==> config.mk <==
export PLATFORM = sky130hd
export DESIGN_NAME = ppu_fetch_stage
export DESIGN_NICKNAME = d
export VERILOG_FILES = /design/src/rtl/ppu_fetch_stage.sv
export SDC_FILE = /design/constraint.sdc
export NUM_CORES = 1
export LEC_CHECK = 0
export CORE_UTILIZATION = 46
export CTS_CLUSTER_SIZE = 28
export DETAILED_ROUTE_END_ITERATION = 8
export GPL_ROUTABILITY_DRIVEN = 1
export PLACE_DENSITY = 0.81
export SKIP_CTS_REPAIR_TIMING = 1
export SLEW_MARGIN = 20
export SYNTH_ARGS = -nofsm -noshare
export SYNTH_HDL_FRONTEND = slang
export SYNTH_SLANG_ARGS = --single-unit
==> constraint.sdc <==
create_clock -name clk -period 2.3 [get_ports clk]
set_input_delay 0.23 -clock clk [delete_from_list [all_inputs] [get_ports clk]]
set_output_delay 0.23 -clock clk [all_outputs]
set_load 0.02 [all_outputs]
==> src/rtl/ppu_fetch_stage.sv <==
// PPU instruction-fetch stage: PC/nPC pair with MIPS delay-slot redirect,
// instruction-memory addressing and the IF/ID pipeline latch.
module ppu_fetch_stage #(
  parameter logic [31:0] RESET_PC = 32'h0000_0000
) (
  input  logic        clk,
  input  logic        reset,
  input  logic        le,
  input  logic        flush,
  input  logic        ta_select,
  input  logic [31:0] target_addr,
  input  logic [31:0] imem_data,
  output logic [31:0] imem_addr,
  output logic [31:0] if_id_instr,
  output logic [31:0] if_id_pc,
  output logic        if_id_valid,
  output logic [31:0] npc_out,
  output logic [31:0] fetch_count
);

  logic [31:0] pc;
  logic [31:0] npc;
  logic [31:0] npc_next;
  logic [31:0] redirect_addr;

  assign redirect_addr = {target_addr[31:2], 2'b00};

  // The redirect lands in nPC, so the word at the old nPC (delay slot) is still fetched.
  always_comb begin
    npc_next = npc + 32'd4;
    if (ta_select) begin
      npc_next = redirect_addr;
    end
  end

  always_ff @(posedge clk) begin
    if (reset) begin
      pc <= RESET_PC;
      npc <= RESET_PC + 32'd4;
    end else if (le) begin
      pc <= npc;
      npc <= npc_next;
    end
  end

  // Flush clears the latch whether or not the stage is stalled; only real fetches count.
  always_ff @(posedge clk) begin
    if (reset) begin
      if_id_instr <= 32'h0;
      if_id_pc <= 32'h0;
      if_id_valid <= 1'b0;
      fetch_count <= 32'h0;
    end else if (flush) begin
      if_id_instr <= 32'h0;
      if_id_pc <= 32'h0;
      if_id_valid <= 1'b0;
    end else if (le) begin
      if_id_instr <= imem_data;
      if_id_pc <= pc;
      if_id_valid <= 1'b1;
      fetch_count <= fetch_count + 32'd1;
    end
  end

  assign imem_addr = pc;
  assign npc_out = npc;

endmodule

==> results.toml, run 1 <==
[global_route]
antenna_found_initial = 1
grt_use_met2 = 0.3834
grt_use_met1 = 0.2991
globalRouteOverflowTotal = 0
track_usage = 0.2395
first_global_vias = 5776
met3_usage = 0.08039
grt_max_degree = 96
busiest_layer = "met2"
grt_pass1_wl_um = 28110

[synth]
ys_types = 54
syn_inst = 739
synthArstFlopShare = 0
synth_top_flop_cell = "dfxtp_1"
seq_area_frac_synth = 0.4647
synth-warning-count = 0
avgSynthCellArea_um2 = 9.036
synth_area_um2 = 6678
synth_edf_count = 0
ys_seq_elements = 155

[drt]
vias_per_cell = 5.323
drt_pre_antenna_iters = 5
routed_wl_um = 17530
drtIter0Drc = 412
ant_nets = 0
drc = 0
vias = 6036
wl_per_cell_um = 15.46

[power]
clkPwrFrac = 0.442
p_sw_frac = 0.2327
power.static_leakage_nw = 3.707
p_int_mw = 4.903
pwr-share-seq = 0.445
p_comb_frac = 0.113
ir_worst_vdd_v = 0.0004326
pwr_density_cell_nw_per_um2 = 664.5
switching_power_mw = 1.487

[cts]
cts_tree = "done"
clk_latency_ns = 0.41
cts_buffers = 17
root_buffer = "clkbuf_16"
cts.path.max_buffers = 2
clk_pin_slew_ns = 0.06
cts_max_level = 4
clock-sinks = 155

[sta]
hold_ws_ns = 0.3163
slew_headroom = 0.4878
setup_viol = 0
setup_tns_ns = 0
tightest_slew_ns = 0.7684
period_share = 0.8319
fin_skew_ns = 0.005910
max_freq_ghz = 0.5226
fin_crit_ns = 1.913
rsz0062_at_grt = "no"
hold_viol = 0
final_max_slew_viol_count = 0

[layout]
fillers = 1114
final-seq-area_um2 = 3103
drive_gt1_frac = 0.06604
final_common_cell = "clkdlybuf4s50_1"
final_cell_mix = "218 x clkdlybuf4s50_1, 156 x nor2_1, 155 x dfxtp_1"
diodes = 0
final_net_count = 1014
multi_input_area_um2 = 3291
area.growth.synth_to_final_pct = 43.99

[status]
status = "complete, no violations"

[floorplanning]
dieArea_um2 = 15000
row_count = 43
dieWidth_um = 122.5
core_um2 = 14040
start_util = 0.4755
ios = 230
dieHeight_um = 122.5

[worst_setup_path]
path_class = "reg2reg"
end_kind = "flip-flop"
arrival_ns = 2.19
cp_data_required_time_ns = 2.58
start_kind = "flip-flop"
crit_fanout = 12

[worst_hold_path]
hp-class = "in2reg"

[placed_design]
numPortBuffers = 221
place_congestion = 0.7896
dp_hpwl_um = 12020

[job]
maxCapViolCount = 0
-- registers in the layout, summed over array words and instances (netlist names) --
register     cells
if_id_valid      1
fetch_count     32
if_id_instr     32
npc_out         30
imem_addr       30
if_id_pc        30
-- worst paths after layout --
path	start	to	slack, ns	cells after the start
setup / recovery	npc_out[2]$_SDFFE_PP1P_	npc_out[28]$_SDFFE_PP0P_	0.39	7
hold / removal	reset	imem_addr[23]$_SDFFE_PP0P_	0.32	3
setup reg to reg	npc_out[2]$_SDFFE_PP1P_	npc_out[28]$_SDFFE_PP0P_	0.39	7
hold reg to reg	if_id_valid$_SDFFE_PP0P_	if_id_valid$_SDFFE_PP0P_	0.48	2
-- final cells by class --
type,count,area share
tap,180,0.02342
clock buffer,23,0.04971
multi-input combinational,522,0.3422
sequential,155,0.3227
inverter,6,0.002342
timing repair buffer,241,0.2476
clock inverter,7,0.01197
-- Yosys cell counts (all sizes together), types with 5 or more instances --
cell type / instances / share of area
a21oi: 18 / 0.013
and3: 9 / 0.0084
a311oi: 5 / 0.0066
xor2: 19 / 0.025
nor2: 156 / 0.088
nor3: 9 / 0.0067
o21ai: 24 / 0.018
mux2i: 96 / 0.14
nand3: 22 / 0.019
dfxtp: 155 / 0.46
xnor2: 8 / 0.010
clkbuf: 32 / 0.018
buf: 29 / 0.024
nand4: 26 / 0.026
a22oi: 6 / 0.0067
a211oi: 8 / 0.0090
nand2: 38 / 0.021
or3: 7 / 0.0066
inv: 5 / 0.0028
-- kinds of logic after synthesis --
group / after synthesis / synth area share
muxes: 96 / 0.1439
AOI/OAI and AO/OA: 97 / 0.09687
xor gates and xnor gates: 27 / 0.03541
buffers and inverters: 67 / 0.04534
adders and majority gates: 2 / 0.003747
DFF: 155 / 0.4647
other: 1 / 0.0005616
and+or+nand+nor: 294 / 0.2095
-- power groups by stage --
stage / logic [mW] / registers [mW] / clock network (mW)
after floorplan: 0.308 / 2.97 / 0
after global placement: 0.713 / 2.90 / 0
after detailed placement: 0.722 / 2.90 / 0
after CTS: 0.727 / 2.84 / 2.88
after global routing: 0.780 / 2.85 / 3.00
final: 0.723 / 2.84 / 2.82
-- critical path, stage by stage (launching register included) --
cell and delay, ns:
dfxtp_1 0.34, ha_1 0.21, nand3_2 0.21, nor4_4 0.32, buf_4 0.23, nand3_1 0.14
a221oi_1 0.25, a311oi_1 0.08
-- metrics by stage --
step	cell area, um^2	power [mW]	setup WS (ns)	instances	util
finish	9615	6.389	0.3866	1134	0.6848
global route	9615	6.633	0.2162	1134	0.6848
CTS	9615	6.446	0.3968	1134	0.6848
detailed placement	9022	3.620	0.2999	1104	0.6425
global placement	9022	3.609	0.3025	1104	0.6425
floorplan	6696	3.279	0.3464	744	-
-- routing by layer --
metal	vias up	share of wire
met5	-	0.00068
met4	2	0.018
met3	22	0.080
met2	223	0.46
met1	2806	0.44
li1	2983	-
Note: power is estimated with default switching activity, not from simulation.
==> inputs of run 2 (changes only) <==
clock period = 1.85 ns   (was 2.3 ns; I/O delays follow)
==> results.toml, run 2 (same netlist as run 1, synthesis figures left out) <==
[status]
status = "complete, no violations"

[worst_setup_path]
arrival_ns = 1.61
r2r-start = "npc_out[2]$_SDFFE_PP1P_"
cp_data_required_time_ns = 1.66
start_kind = "flip-flop"
cp.depth = 1
crit_chain = "clkdlybuf4s50_1"
cp_top_family = "buffers and inverters"
slowest_stage = "clkdlybuf4s50_1"
end_kind = "output port"
r2r_slack_ns = 0.07
reg2reg_to = "npc_out[21]$_SDFFE_PP0P_"
crit_fanout = 7
crit_path_start = "npc_out[28]$_SDFFE_PP0P_"
rr_worst_depth = 6
max_stage_delay_ns = 0.70
crit_buf_inv = 1
crit_end = "npc_out[28]"
path_class = "reg2out"

[cts]
root_buffer = "clkbuf_16"
cts.path.max_buffers = 2
clk_latency_ns = 0.43
cts_tree = "done"
cts_max_level = 4
clk_pin_slew_ns = 0.06
clock-sinks = 155
cts_buffers = 17

[worst_hold_path]
hp-class = "in2reg"

[layout]
final_util = 0.7002
drive_gt1_frac = 0.1057
final_net_count = 1042
final_common_cell = "clkdlybuf4s50_1"
top_regs = "fetch_count x32, if_id_instr x32"
final_cell_mix = "218 x clkdlybuf4s50_1, 156 x nor2_1, 151 x dfxtp_1"
area.growth.synth_to_final_pct = 47.24
fin_area_um2 = 9832
diodes = 0

[placed_design]
pre_cts_ws_ns = 0.008308
place_congestion = 0.8059
place_area_um2 = 9223
dp_hpwl_um = 12240
numPortBuffers = 221

[power]
p_sw_frac = 0.2462
switching_power_mw = 1.943
clkPwrFrac = 0.434
ir_worst_vdd_v = 0.0006676
p_int_mw = 5.950
pwr-share-seq = 0.445
p_comb_frac = 0.121
power.static_leakage_nw = 3.840
pwr_density_cell_nw_per_um2 = 802.8

[sta]
final_max_slew_viol_count = 0
period_share = 0.9685
hold_viol = 0
max_freq_ghz = 0.5581
layout_setup_ws_ns = 0.05833
fin_skew_ns = 0.008030
setup_viol = 0
fin_crit_ns = 1.792
rsz0062_at_grt = "yes"

[drt]
drc = 0
drt_pre_antenna_iters = 8
vias = 6133
ant_nets = 0
wl_per_cell_um = 15.49
drtIter0Drc = 354
routed_wl_um = 18030
vias_per_cell = 5.269

[floorplanning]
dieArea_um2 = 15000
dieWidth_um = 122.5
dieHeight_um = 122.5
core_um2 = 14040
ios = 230
start_util = 0.4755
row_count = 43

[global_route]
first_global_vias = 5928
track_usage = 0.2456
antenna_found_initial = 3
globalRouteOverflowTotal = 0
grt_max_degree = 46
grt_pass1_wl_um = 28900

[job]
maxCapViolCount = 0
[run 2: how the worst min path moves through the flow]
stage                                   startpoint                         end  slack (ns)  cells past startpoint
after floorplan                    target_addr[16]    npc_out[16]$_SDFFE_PP0P_        0.32                      2
after global placement    if_id_valid$_SDFFE_PP0P_    if_id_valid$_SDFFE_PP0P_        0.45                      2
after detailed placement  if_id_valid$_SDFFE_PP0P_    if_id_valid$_SDFFE_PP0P_        0.46                      2
after CTS                                    reset  imem_addr[31]$_SDFFE_PP0P_        0.09                      2
after global routing                         reset  imem_addr[31]$_SDFFE_PP0P_        0.10                      2
final                                        reset  imem_addr[31]$_SDFFE_PP0P_        0.11                      2
[run 2: through the flow]
| stage | hold WS, ns | power [mW] | std cells | setup TNS [ns] |
|---|---|---|---|---|
| final | 0.1057 | 7.893 | 1164 | 0 |
| after global placement | 0.4451 | 4.516 | 1132 | 0 |
| after floorplan | 0.3210 | 4.077 | 744 | 0 |
| after detailed placement | 0.4569 | 4.526 | 1132 | 0 |
| after CTS | 0.08952 | 7.932 | 1164 | 0 |
| after global routing | 0.1023 | 8.185 | 1164 | -0.05400 |
[run 2: cell type report]
class	instances	area (um^2)
Fill cell	1092	4210
Clock inverter	12	122.6
Tap cell	180	225.2
Inverter	6	22.52
Clock buffer	20	456.7
Timing Repair Buffer	269	2582
Sequential cell	155	3108
Multi-Input combinational cell	522	3314
[run 2: power groups by stage]
stage	sequential, mW	combinational, mW	clock [mW]
2_1_floorplan	3.69	0.383	0
3_3_place_gp	3.58	0.937	0
3_5_place_dp	3.58	0.945	0
4_1_cts	3.51	0.953	3.47
5_1_grt	3.52	1.03	3.63
6_report	3.51	0.958	3.42
[run 2: routing by layer]
metal / GRT usage / vias up / wire length [um] / part of all wire
met4: 0.09223 / 4 / 345 / 0.019
met2: 0.3887 / 219 / 8197 / 0.45
met3: 0.08550 / 30 / 1467 / 0.081
met1: 0.3063 / 2845 / 7995 / 0.44
met5: 0 / - / 26 / 0.0014
li1: - / 3035 / - / -
==> inputs of run 3 (changes only) <==
SLEW_MARGIN = 10   (was 20)
==> results of run 3 <==
Same layout as run 2: the final DEF is identical, and so are final timing and power.
